[src/rtl/mem_arbiter_pkg.sv]
// Shared types and constants for the I/D single-port RAM arbiter.
package mem_arbiter_pkg;

    typedef enum logic {
        ARB_IDLE = 1'b0,
        ARB_WAIT = 1'b1
    } arb_state_e;

    typedef enum logic {
        ARB_OWN_I = 1'b0,
        ARB_OWN_D = 1'b1
    } arb_owner_e;

    localparam int unsigned ARB_RD_LAT_DEF = 1;
    localparam int unsigned ARB_STARVE_DEF = 4;
    localparam int unsigned ARB_LAT_W      = 2;
    localparam int unsigned ARB_STARVE_W   = 4;
    localparam int unsigned ARB_SEL_W      = 4;

endpackage

[src/rtl/mem_arbiter_if.sv]
// Core-side I/D ports plus the unified RAM command/response bus.
interface mem_arbiter_if #(
    parameter int unsigned ADDR_W = 32,
    parameter int unsigned DATA_W = 32
);
    import mem_arbiter_pkg::*;

    logic                 i_req;
    logic [ADDR_W-1:0]    i_addr;
    logic                 i_gnt;
    logic                 i_rvalid;
    logic [DATA_W-1:0]    i_rdata;

    logic                 d_req;
    logic                 d_we;
    logic [ARB_SEL_W-1:0] d_sel;
    logic [ADDR_W-1:0]    d_addr;
    logic [DATA_W-1:0]    d_wdata;
    logic                 d_gnt;
    logic                 d_rvalid;
    logic [DATA_W-1:0]    d_rdata;

    logic                 mem_en;
    logic                 mem_we;
    logic [ARB_SEL_W-1:0] mem_sel;
    logic [ADDR_W-1:0]    mem_addr;
    logic [DATA_W-1:0]    mem_wdata;
    logic [DATA_W-1:0]    mem_rdata;

    modport slave (
        input  i_req, i_addr, d_req, d_we, d_sel, d_addr, d_wdata, mem_rdata,
        output i_gnt, i_rvalid, i_rdata, d_gnt, d_rvalid, d_rdata,
               mem_en, mem_we, mem_sel, mem_addr, mem_wdata
    );

    modport master (
        output i_req, i_addr, d_req, d_we, d_sel, d_addr, d_wdata, mem_rdata,
        input  i_gnt, i_rvalid, i_rdata, d_gnt, d_rvalid, d_rdata,
               mem_en, mem_we, mem_sel, mem_addr, mem_wdata
    );

endinterface

[src/rtl/mem_arb_prio.sv]
// Winner select: D has fixed priority unless I has been denied STARVE_MAX cycles in a row.
module mem_arb_prio
    import mem_arbiter_pkg::*;
#(
    parameter int unsigned STARVE_MAX = ARB_STARVE_DEF
) (
    input  logic clk,
    input  logic _rst,
    input  logic i_req,
    input  logic d_req,
    input  logic grant_allowed,
    output logic i_win,
    output logic d_win
);

    logic [ARB_STARVE_W-1:0] starve_q, starve_d;
    logic                    starved;

    assign starved = (starve_q == ARB_STARVE_W'(STARVE_MAX));
    assign i_win   = grant_allowed & i_req & (~d_req | starved);
    assign d_win   = grant_allowed & d_req & ~i_win;

    // Counts every denied I cycle, whether lost to D or blocked by an outstanding read.
    always_comb begin
        starve_d = starve_q;
        if (!i_req || i_win) begin
            starve_d = '0;
        end else if (!starved) begin
            starve_d = starve_q + ARB_STARVE_W'(1);
        end
    end

    always_ff @(posedge clk or negedge _rst) begin
        if (!_rst) begin
            starve_q <= '0;
        end else begin
            starve_q <= starve_d;
        end
    end

endmodule

[src/rtl/mem_arbiter.sv]
// Shares one single-port synchronous RAM between the instruction-fetch and data ports,
// one transaction in flight, with a new grant allowed on the read-response cycle.
module mem_arbiter
    import mem_arbiter_pkg::*;
#(
    parameter int unsigned ADDR_W     = 32,
    parameter int unsigned DATA_W     = 32,
    parameter int unsigned RD_LAT     = ARB_RD_LAT_DEF,
    parameter int unsigned STARVE_MAX = ARB_STARVE_DEF
) (
    input  logic          clk,
    input  logic          _rst,
    mem_arbiter_if.slave  bus
);

    arb_state_e           state_q, state_d;
    arb_owner_e           owner_q, owner_d;
    logic [ARB_LAT_W-1:0] lat_cnt_q, lat_cnt_d;
    logic                 resp_q, resp_d;

    logic grant_allowed;
    logic i_win, d_win;
    logic i_rvalid_c, d_rvalid_c;

    // resp_q marks the cycle the RAM presents read data; a new grant may overlap it.
    assign grant_allowed = _rst & ((state_q == ARB_IDLE) | resp_q);

    mem_arb_prio #(
        .STARVE_MAX (STARVE_MAX)
    ) u_prio (
        .clk           (clk),
        ._rst          (_rst),
        .i_req         (bus.i_req),
        .d_req         (bus.d_req),
        .grant_allowed (grant_allowed),
        .i_win         (i_win),
        .d_win         (d_win)
    );

    always_comb begin
        state_d   = state_q;
        owner_d   = owner_q;
        lat_cnt_d = lat_cnt_q;
        resp_d    = 1'b0;

        if (state_q == ARB_WAIT) begin
            if (lat_cnt_q != '0) begin
                lat_cnt_d = lat_cnt_q - ARB_LAT_W'(1);
                resp_d    = (lat_cnt_q == ARB_LAT_W'(1));
            end else begin
                state_d = ARB_IDLE;
            end
        end

        if (i_win || d_win) begin
            owner_d = d_win ? ARB_OWN_D : ARB_OWN_I;
            if (i_win || !bus.d_we) begin
                state_d   = ARB_WAIT;
                lat_cnt_d = ARB_LAT_W'(RD_LAT - 1);
                resp_d    = (RD_LAT == 1);
            end else begin
                state_d   = ARB_IDLE;
                lat_cnt_d = '0;
            end
        end
    end

    always_ff @(posedge clk or negedge _rst) begin
        if (!_rst) begin
            state_q   <= ARB_IDLE;
            owner_q   <= ARB_OWN_I;
            lat_cnt_q <= '0;
            resp_q    <= 1'b0;
        end else begin
            state_q   <= state_d;
            owner_q   <= owner_d;
            lat_cnt_q <= lat_cnt_d;
            resp_q    <= resp_d;
        end
    end

    // RAM command is driven straight from the winner in the grant cycle.
    always_comb begin
        bus.mem_en    = i_win | d_win;
        bus.mem_we    = 1'b0;
        bus.mem_sel   = '0;
        bus.mem_addr  = {ADDR_W{1'b0}};
        bus.mem_wdata = {DATA_W{1'b0}};
        if (d_win) begin
            bus.mem_we    = bus.d_we;
            bus.mem_sel   = bus.d_sel;
            bus.mem_addr  = bus.d_addr;
            bus.mem_wdata = bus.d_wdata;
        end else if (i_win) begin
            bus.mem_sel   = 4'hF;
            bus.mem_addr  = bus.i_addr;
        end
    end

    assign i_rvalid_c   = resp_q & (owner_q == ARB_OWN_I);
    assign d_rvalid_c   = resp_q & (owner_q == ARB_OWN_D);

    assign bus.i_gnt    = i_win;
    assign bus.d_gnt    = d_win;
    assign bus.i_rvalid = i_rvalid_c;
    assign bus.d_rvalid = d_rvalid_c;
    assign bus.i_rdata  = i_rvalid_c ? bus.mem_rdata : {DATA_W{1'b0}};
    assign bus.d_rdata  = d_rvalid_c ? bus.mem_rdata : {DATA_W{1'b0}};

endmodule

[src/flat_wrapper.sv]
// flat-port wrapper written by rule: the top's interface ports become plain ports
module mem_arbiter_flat import mem_arbiter_pkg::*;
#(
    parameter int unsigned ADDR_W     = 32,
    parameter int unsigned DATA_W     = 32,
    parameter int unsigned RD_LAT     = ARB_RD_LAT_DEF,
    parameter int unsigned STARVE_MAX = ARB_STARVE_DEF
)
  (clk, _rst, bus_i_req, bus_i_addr, bus_d_req, bus_d_we, bus_d_sel, bus_d_addr, bus_d_wdata, bus_mem_rdata, bus_i_gnt, bus_i_rvalid, bus_i_rdata, bus_d_gnt, bus_d_rvalid, bus_d_rdata, bus_mem_en, bus_mem_we, bus_mem_sel, bus_mem_addr, bus_mem_wdata);
  mem_arbiter_if #(.ADDR_W(ADDR_W), .DATA_W(DATA_W)) bus_i ();
  input  logic clk;
  input  logic _rst;
  input wire logic [$bits(bus_i.i_req)-1:0] bus_i_req;
  input wire logic [$bits(bus_i.i_addr)-1:0] bus_i_addr;
  input wire logic [$bits(bus_i.d_req)-1:0] bus_d_req;
  input wire logic [$bits(bus_i.d_we)-1:0] bus_d_we;
  input wire logic [$bits(bus_i.d_sel)-1:0] bus_d_sel;
  input wire logic [$bits(bus_i.d_addr)-1:0] bus_d_addr;
  input wire logic [$bits(bus_i.d_wdata)-1:0] bus_d_wdata;
  input wire logic [$bits(bus_i.mem_rdata)-1:0] bus_mem_rdata;
  output wire logic [$bits(bus_i.i_gnt)-1:0] bus_i_gnt;
  output wire logic [$bits(bus_i.i_rvalid)-1:0] bus_i_rvalid;
  output wire logic [$bits(bus_i.i_rdata)-1:0] bus_i_rdata;
  output wire logic [$bits(bus_i.d_gnt)-1:0] bus_d_gnt;
  output wire logic [$bits(bus_i.d_rvalid)-1:0] bus_d_rvalid;
  output wire logic [$bits(bus_i.d_rdata)-1:0] bus_d_rdata;
  output wire logic [$bits(bus_i.mem_en)-1:0] bus_mem_en;
  output wire logic [$bits(bus_i.mem_we)-1:0] bus_mem_we;
  output wire logic [$bits(bus_i.mem_sel)-1:0] bus_mem_sel;
  output wire logic [$bits(bus_i.mem_addr)-1:0] bus_mem_addr;
  output wire logic [$bits(bus_i.mem_wdata)-1:0] bus_mem_wdata;
  assign bus_i.i_req = bus_i_req;
  assign bus_i.i_addr = bus_i_addr;
  assign bus_i.d_req = bus_d_req;
  assign bus_i.d_we = bus_d_we;
  assign bus_i.d_sel = bus_d_sel;
  assign bus_i.d_addr = bus_d_addr;
  assign bus_i.d_wdata = bus_d_wdata;
  assign bus_i.mem_rdata = bus_mem_rdata;
  assign bus_i_gnt = bus_i.i_gnt;
  assign bus_i_rvalid = bus_i.i_rvalid;
  assign bus_i_rdata = bus_i.i_rdata;
  assign bus_d_gnt = bus_i.d_gnt;
  assign bus_d_rvalid = bus_i.d_rvalid;
  assign bus_d_rdata = bus_i.d_rdata;
  assign bus_mem_en = bus_i.mem_en;
  assign bus_mem_we = bus_i.mem_we;
  assign bus_mem_sel = bus_i.mem_sel;
  assign bus_mem_addr = bus_i.mem_addr;
  assign bus_mem_wdata = bus_i.mem_wdata;
  mem_arbiter #(.ADDR_W(ADDR_W), .DATA_W(DATA_W), .RD_LAT(RD_LAT), .STARVE_MAX(STARVE_MAX)) u_core (.clk(clk), ._rst(_rst), .bus(bus_i));
endmodule
[config.mk]
export PLATFORM = sky130hd
export DESIGN_NAME = mem_arbiter_flat
export DESIGN_NICKNAME = d
export VERILOG_FILES = /design/src/rtl/mem_arbiter_pkg.sv /design/src/rtl/mem_arbiter_if.sv /design/src/rtl/mem_arb_prio.sv /design/src/rtl/mem_arbiter.sv /design/src/flat_wrapper.sv
export SDC_FILE = /design/constraint.sdc
export NUM_CORES = 1
export LEC_CHECK = 0
export CAP_MARGIN = 10
export CORE_AREA = 3 3 106 108
export DETAILED_ROUTE_END_ITERATION = 8
export DIE_AREA = 0 0 109 111
export GPL_TIMING_DRIVEN = 0
export PLACE_DENSITY = 0.76
export SLEW_MARGIN = 15
export SYNTH_ARGS = -nofsm -noshare
export SYNTH_HDL_FRONTEND = slang
export SYNTH_SLANG_ARGS = --single-unit
[constraint.sdc]
create_clock -name clk -period 4.3 [get_ports clk]
set_input_delay 1.29 -clock clk [delete_from_list [all_inputs] [get_ports clk]]
set_output_delay 1.29 -clock clk [all_outputs]
set_load 0.02 [all_outputs]
=== Word level (Yosys, flattened, before mapping) ===
Index checks and enable logic that the tools add are counted.

* Bits in registers: 9
* Output and inout bits: 138
* Logic and storage cells: 55
* Input bits: 137

* Bitwise gates (word level): 14
* Eq/ne operators: 3
* Reduce and logical (&&, ||, !) cells: 9
* Mux-type cells: 22
* Add/subtract/negate cells: 2

{| class="wikitable"
|+ Operator list
! cell !! number
|-
| $mux 32 || 5
|-
| $mux 4 || 4
|-
| $mux 1 || 10
|-
| $and 1x1->1 || 7
|-
| $mux 2 || 3
|-
| $reduce_bool 2->1 || 3
|-
| $add 4x1->4 const B || 1
|-
| $eq 4x3->1 const B || 1
|-
| $not 1->1 || 4
|-
| $logic_or 1x1->1 || 3
|-
| $or 1x1->1 || 3
|-
| $eq 2x1->1 const B || 1
|-
| $logic_not 1->1 || 2
|-
| $ne 2x1->1 const B || 1
|-
| $reduce_and 2->1 || 1
|-
| $sub 2x1->2 const B || 1
|}

=== Longest topological paths before layout ===
Gate-level depths: netlist of the first run.

* Depth in word-level cells: 10
* Mapped depth: 7

=== Modules after synthesis ===
A second synthesis of the first run with hierarchy kept.

* Cell total of the unflattened synthesis: 207
* Area, all modules: 1595.3 µm²

{| class="wikitable"
|+ By module, submodules not included
! module !! cells an instance !! seq. area each (µm²) !! instances !! area an instance (µm²)
|-
| mem_arbiter || 181 || 125.1 || 1 || 1332.5
|-
| mem_arb_prio || 26 || 100.1 || 1 || 262.8
|}

=== Worst setup path after synthesis of the first run ===
No wires, ideal clock.

* Path kind: input to output
* Start point: input port bus_i_req
* End point: output port bus_mem_addr[10]
* Slack: 447 ps
* Data arrival time: 2563 ps
* Stages on the path: 6
* Cell sequence: clkbuf_2 and2_1 o211ai_1 buf_2 buf_4 mux2i_1

* Cells in the longest elaborated chain, start to end: 5

{| class="wikitable"
|+ Ends and longest elaborated chain
! element !! RTL line !! source
|-
| from (decl) || flat_wrapper.sv:13 || <nowiki>input wire logic [$bits(bus_i.i_req)-1:0] bus_i_req;</nowiki>
|-
| $and 1x1->1 (*) (2 in series) || mem_arb_prio.sv:20 || <nowiki>assign i_win = grant_allowed & i_req & (~d_req | starved);</nowiki>
|-
| $not 1->1 || mem_arb_prio.sv:21 || <nowiki>assign d_win = grant_allowed & d_req & ~i_win;</nowiki>
|-
| $and 1x1->1 || mem_arb_prio.sv:21 ||
|-
| $mux 32 (*) || mem_arbiter.sv:89 || <nowiki>if (d_win) begin</nowiki>
|-
| to (decl) || flat_wrapper.sv:30 || <nowiki>output wire logic [$bits(bus_i.mem_addr)-1:0] bus_mem_addr;</nowiki>
|}

Mark *: on every way between the ends. The rest lies on a longest branch, timed or not.

=== Worst setup path after layout of the first run ===
* Start point: input port _rst
* End point: output port bus_mem_addr[22]

* Cells in the longest elaborated chain, start to end: 6

{| class="wikitable"
|+ Ends and longest elaborated chain
! element !! RTL line !! source
|-
| from (decl) || flat_wrapper.sv:12 || <nowiki>input logic _rst;</nowiki>
|-
| $and 1x1->1 (*) || mem_arbiter.sv:26 || <nowiki>assign grant_allowed = _rst & ((state_q == ARB_IDLE) | resp_q);</nowiki>
|-
| $and 1x1->1 (2 in series) || mem_arb_prio.sv:20 ||
|-
| $not 1->1 || mem_arb_prio.sv:21 ||
|-
| $and 1x1->1 || mem_arb_prio.sv:21 ||
|-
| $mux 32 (*) || mem_arbiter.sv:89 ||
|}

Marked as above.

==> results of run 1 <==
-- power by group --
group | total [mW] | switching [mW] | internal (mW)
combinational | 1.13 | 0.605 | 0.527
sequential | 0.150 | 0.0380 | 0.112
clock | 0.0977 | 0.0331 | 0.0646
-- layer usage --
layer | wire length (um) | vias to the layer above | part of all wire | GRT usage
met5 | 0 | - | 0 | 0
met4 | 152 | 0 | 0.014 | 0.0354
met3 | 693 | 11 | 0.063 | 0.0297
met2 | 5870 | 119 | 0.54 | 0.325
met1 | 4200 | 1397 | 0.38 | 0.206
li1 | - | 1526 | - | -
-- cells in the mapped netlist, types with 2 or more instances --
library cell   n
buf_4          3
ha_1           4
nand4_1       32
o22ai_1        2
nand2_1        4
nor3_1         4
inv_1         40
and2_1        54
and2_2        13
dfrtp_1        9
a21oi_1        2
and3_1        33
nand3_1        4
nor2_1         4
nor2b_1        3
buf_2          4
o21ai_0        3
buf_6          3
mux2i_1       32
clkbuf_1      18
a21o_1         4
-- per-stage QoR --
stage / setup TNS (ns) / total power [mW] / utilization / setup WS, ns / cells
detailed placement: -64.90 / 1.34 / 0.475 / -1.04 / 696
global placement: -61.92 / 1.32 / 0.475 / -1.01 / 696
floorplan: 0 / 0.750 / - / 0.447 / 288
global route: 0 / 1.49 / 0.475 / 0.000869 / 701
CTS: 0 / 1.39 / 0.474 / 0.0456 / 701
finish: 0 / 1.38 / 0.475 / 0.108 / 701
-- tightest hold or removal path, cell delays in order, from the launching register on --
cell     delay [ns]
dfrtp_1        0.37
nand2_1        0.07
o41ai_1        0.06
-- sequential cells by signal, indices dropped and copies added (netlist names) --
name / count
u_core.state_q: 1
u_core.resp_q: 1
u_core.lat_cnt_q: 2
u_core.owner_q: 1
u_core.u_prio.starve_q: 4
-- cells in the final DEF, fill, tap and decap left out, types with 5 or more instances in the layout --
master,netlist,routed
clkdlybuf4s50_1,0,201
and2_1,54,54
dlygate4sd2_1,0,50
inv_1,40,39
and3_1,33,33
nand4_1,32,32
mux2i_1,32,32
clkbuf_1,18,18
clkdlybuf4s15_1,0,14
and2_2,13,13
dfrtp_1,9,9
buf_4,3,6
clkbuf_2,1,5
-- logic make-up after synthesis --
kind of cell / Yosys count / synth area share
simple gates: 154 / 0.475
buf+inv: 69 / 0.148
mux: 33 / 0.164
compound gates: 17 / 0.0670
flops: 9 / 0.112
fa+ha+maj: 4 / 0.0248
xor+xnor: 2 / 0.00869
-- worst max-delay path by stage --
stage | start | end | slack, ns | cells after the start
after global routing | _rst | bus_mem_wdata[21] | 0.0009 | 8
final | _rst | bus_mem_addr[22] | 0.11 | 8
after CTS | _rst | bus_mem_addr[26] | 0.05 | 8
after floorplan | bus_i_req | bus_mem_addr[10] | 0.45 | 6
after detailed placement | _rst | bus_mem_wdata[24] | -1.04 | 7
after global placement | _rst | bus_mem_wdata[27] | -1.01 | 7
-- what timing repair did --
action,in CTS,in global routing
pin swaps,1,0
endpoints found under the setup margin,72,32
gates resized for setup,77,26
hold endpoints to repair,0,0
setup buffers,1,0
-- area by class of cell --
type / instances / area, um^2
Sequential cell: 9 / 225
Fill cell: 1036 / 5420
Clock buffer: 4 / 45.0
Timing Repair Buffer: 273 / 2660
Buffer: 29 / 155
Tap cell: 136 / 170
Inverter: 40 / 154
Multi-Input combinational cell: 210 / 1500
==> results.yml, run 1 <==
clock_network:
  holdBufCountCts: 0
  clkSinkCount: 9
  root_buffer: "clkbuf_8"
  cts_buffer_depth: 2
  cts_buffers: 3
  clk_pin_slew_ns: 0.04
  cts_tree: "done"
  h-tree-depth: 1
  clk_latency_ns: 0.23
timing:
  rsz0062_at_grt: "false"
  setup_viol: 0
  clock.fmax_mhz: 239
  skew_ns: 0.00269
  drv_slew: 0
  period_share: 0.975
  fin_crit_ns: 4.19
  slew_headroom: 0.624
  worstMarginPinSlew_ns: 0.564
  finalHoldViolCount: 0
  hold_slack_ns: 0.536
floorplanning:
  core_um2: 10300
  dieWidth_um: 109
  io_pins: 275
  rows: 37
  start_util: 0.195
  die_h_um: 111
  die-area_um2: 12100
worst_setup_path:
  rr_endpoint: "u_core.state_q"
  critPathMaxFanout: 10
  r2r-start: "u_core.u_prio.starve_q[0]"
  criticalPathCategory: "input pin to output pin"
  arrival_ns: 2.90
  slowest_delay_ns: 0.36
  reg2reg_depth: 7
  cp_slowest_cell: "dlygate4sd2_1"
  reg2reg_slack_ns: 2.47
  cp_common_cell: "buf_4"
  end_kind: "output pin"
  critPathLaunchType: "input pin"
  required_ns: 3.01
  cp_num_buf_inv: 5
  path_cells: "buf_4 -> buf_4 -> and2_1 -> o211ai_1 -> buf_4 -> buf_4 -> mux2i_1 -> dlygate4sd2_1"
  crit_family: "buffers and inverters"
place:
  portBuffers: 272
  post-dp-hpwl_mm: 9.50
  gp_congestion: 0.847
  postPlaceCellArea_um2: 4910
detailed_routing:
  routed-via-count: 3053
  ant_nets: 0
  drt_wl_total_mm: 10.9
  viasPerCell: 4.36
  drt_iter0_drc: 100
  drc: 0
  firstDrtPassIters: 4
  avgRoutedWirePerCell_um: 15.6
yosys:
  synth-seq-cells: 9
  synth_area_leaders: "and2_1, mux2i_1, dfrtp_1"
  syn_area_um2: 2020
  yosysUniqueCellTypes: 34
  ys_warn_count: 0
  synth_top_cell_area_share: 0.168
  avgSynthCellArea_um2: 7.00
  synth_flop_cell: "dfrtp_1"
  synth_seq_area_share: 0.112
  postSynthNetCount: 429
  async_reset_ff_frac: 1.00
  yosysTopAreaCell: "and2_1"
  synth_edf_count: 0
  postSynthCellCount: 288
finish:
  antenna_cells: 0
  fin_nets: 707
  syn_to_final_growth_pct: 143
  design_area_um2: 4910
  drive_gt1_frac: 0.0673
min_path:
  min_path_cells: 2
  hold_end: "u_core.resp_q"
  hold_path.class: "register to register"
  worstHoldStart: "u_core.state_q"
pwr:
  irDropWorstVdd_uv: 133
  power.density_nw_per_um2: 281
  power.leakage_nw: 2.58
grt:
  grtUsageTotal: 0.175
  antenna_found_initial: 0
  grt_overflow: 0
  grt_pass1_vias: 3269
  grt_pass1_wl_mm: 17.2
  grt_max_degree: 11
run_status:
  status: "finished clean"
flow_run:
  max-cap-violations: 0
Power figures use the tool's default switching activity.
==> inputs of run 2 (changes only) <==
Settings changed: CORE_AREA 3 3 106 108 to 3 3 107 109, DIE_AREA 0 0 109 111 to 0 0 110 112, PLACE_DENSITY 0.76 to 0.7, SYNTH_HIERARCHICAL set to 1.
==> run 2 against run 1 <==
- design area shrank 10%
- synthesized cell count shrank 28%
- clock power grew 4%
- first-iteration DRC count grew 26%
- maximum frequency shrank 0.15%
- total power shrank 30%
- worst hold slack gained 0.018 ns
- clock-buffer cell count is the same
- clock skew shrank 0.0012 ns
- die area grew 1.8%
- global-route usage shrank 2.3 points
- sequential share of layout area grew 0.52 points
- critical endpoint is now bus_mem_addr[29]
- highest routed layer unchanged
==> results.yml, run 2 <==
finish:
  final_cell_mix: "clkdlybuf4s50_1, and2_1, a22o_1, and3_1, clkbuf_2"
  design_area_um2: 4410
  fin_nets: 633
  top_register: "u_core/u_prio/starve_q"
  final_util: 0.412
  n_fill_cell: 1084
  final_common_cell: "clkdlybuf4s50_1"
  drive_gt1_frac: 0.163
  final_cells: 631
  reg_top3: "u_core/u_prio/starve_q: 4 flops, u_core/lat_cnt_q: 2 flops"
  largest_reg_flops: 4
  antenna_cells: 0
  syn_to_final_growth_pct: 176
worst_setup_path:
  criticalPathCategory: "input pin to output pin"
  rr_endpoint: "u_core/lat_cnt_q[1]"
  crit_family: "buffers and inverters"
  slowest_delay_ns: 0.49
  reg2reg_slack_ns: 2.55
  arrival_ns: 2.91
  end_kind: "output pin"
  required_ns: 3.01
  critPathMaxFanout: 10
  reg2reg_depth: 7
  path_cells: "clkdlybuf4s50_1 -> inv_2 -> o211a_4 -> buf_6 -> clkbuf_4 -> a22o_1 -> clkdlybuf4s15_2"
  r2r-start: "u_core/u_prio/starve_q[0]"
  cp_slowest_cell: "clkdlybuf4s50_1"
  critPathLaunchType: "input pin"
  cp_num_buf_inv: 5
place:
  post-dp-hpwl_mm: 8.90
  placedCellCount: 621
  gp_congestion: 0.769
  portBuffers: 274
  dp_slack_ns: -1.33
  postPlaceCellArea_um2: 4510
detailed_routing:
  drc: 0
  drt_wl_total_mm: 10.0
  ant_nets: 0
  avgRoutedWirePerCell_um: 15.9
  firstDrtPassIters: 4
  viasPerCell: 4.21
  routed-via-count: 2656
  drt_iter0_drc: 126
grt:
  grt_max_degree: 11
  grt_pass1_wl_mm: 14.7
  antenna_found_initial: 0
  grt_pass1_vias: 2725
  grtUsageTotal: 0.152
  grt_overflow: 0
min_path:
  worstHoldStart: "u_core/state_q"
  min_path_cells: 2
  hold_end: "u_core/resp_q"
  hold_path.class: "register to register"
yosys:
  synth_flop_cell: "dfrtp_1"
  synth_edf_count: 0
  postSynthNetCount: 348
  synth_area_leaders: "and2_1, a22o_1, dfrtp_1"
  yosysTopAreaCell: "and2_1"
  syn_area_um2: 1600
  postSynthCellCount: 207
  synth.most_common_cell: "and2_1"
  synth-seq-cells: 9
  yosysUniqueCellTypes: 31
  ys_warn_count: 6
  ys_top_cells_by_count: "and2_1, and3_1, a22o_1"
  avgSynthCellArea_um2: 7.71
  async_reset_ff_frac: 1.00
  synth_top_cell_area_share: 0.259
  synth_seq_area_share: 0.141
timing:
  skew_ns: 0.00151
  fin_crit_ns: 4.20
  drv_slew: 0
  setup_ws_ns: 0.101
  setup_viol: 0
  period_share: 0.976
  setup-tns-final_ns: 0
  clock.fmax_mhz: 238
  hold_slack_ns: 0.554
  rsz0062_at_grt: "false"
  worstMarginPinSlew_ns: 0.387
  slew_headroom: 0.742
  finalHoldViolCount: 0
clock_network:
  clkSinkCount: 9
  cts_tree: "done"
  cts_buffers: 3
  cts_buffer_depth: 2
  clk_latency_ns: 0.24
  holdBufCountCts: 0
  h-tree-depth: 1
  root_buffer: "clkbuf_8"
  clk_pin_slew_ns: 0.05
pwr:
  power.leakage_nw: 2.09
  power_mw: 0.962
  irDropWorstVdd_uv: 92.2
  power.density_nw_per_um2: 218
floorplanning:
  core_um2: 10700
  start_util: 0.149
  die-area_um2: 12300
  dieWidth_um: 110
  rows: 38
  io_pins: 275
  die_h_um: 112
run_status:
  status: "finished clean"
flow_run:
  max-cap-violations: 0
run 2: changes by cell type after synthesis, sizes merged, moves of 3 or more:
| cell | delta |
|---|---|
| mux2i | -31 |
| inv | -31 |
| a22o | +32 |
| clkbuf | -11 |
| nand4 | -32 |
| nor3 | -4 |
| nor2b | -3 |
run 2: per-layer routing:
layer	vias to the layer above	global-route usage	routed length (um)
met2	165	0.303	5430
met4	0	0.0391	171
met3	11	0.0400	1130
li1	1297	-	-
met5	-	0	0
met1	1183	0.150	3280
run 2: timing repair:
item                                   in CTS  in global routing
pin swaps                                   1                  0
endpoints found under the hold margin       0                  0
setup endpoints to repair                  72                 56
gates resized for setup                   127                 72
setup buffers                               6                  0
run 2: final cells by class:
type | count | area (um^2) | share of cell area
flip-flops and latches | 9 | 225 | 0.0511
plain buffers | 20 | 141 | 0.0321
multi-input cells | 169 | 1220 | 0.277
well taps | 140 | 175 | 0.0398
repair buffers | 280 | 2560 | 0.582
clock buffers | 4 | 45.0 | 0.0102
inverters | 9 | 33.8 | 0.00767
run 2: cell families after synthesis:
kind of cell             Yosys count  share of synthesized area
buffers and inverters             29                      0.107
AO/OA/AOI/OAI                     46                      0.243
flip-flops                         9                      0.141
multiplexers                       1                    0.00627
adder cells (fa/ha/maj)            4                     0.0314
XOR/XNOR                           2                     0.0110
AND/OR/NAND/NOR                  116                      0.460
run 2: report_power, final:
part	switching, mW	internal, mW
combinational	0.362	0.371
clock	0.0368	0.0649
sequential	0.0239	0.104
total	0.423	0.540
run 2: worst max-delay path by stage:
stage	endpoint	from	depth (start not counted)
final	bus_mem_addr[29]	bus_i_req	7
after CTS	bus_mem_addr[13]	bus_i_req	7
after global routing	bus_mem_addr[29]	bus_i_req	7
after global placement	bus_mem_addr[9]	_rst	8
after detailed placement	bus_mem_addr[9]	_rst	8
after floorplan	bus_mem_addr[25]	_rst	6
run 2: worst register-to-register path: stages, from the launching register on:
cell and delay (ns):
dfrtp_1 0.39, inv_1 0.11, ha_1 0.23, nand3b_4 0.13, o211a_4 0.27, buf_6 0.14, or2_4 0.26, a211oi_2 0.14
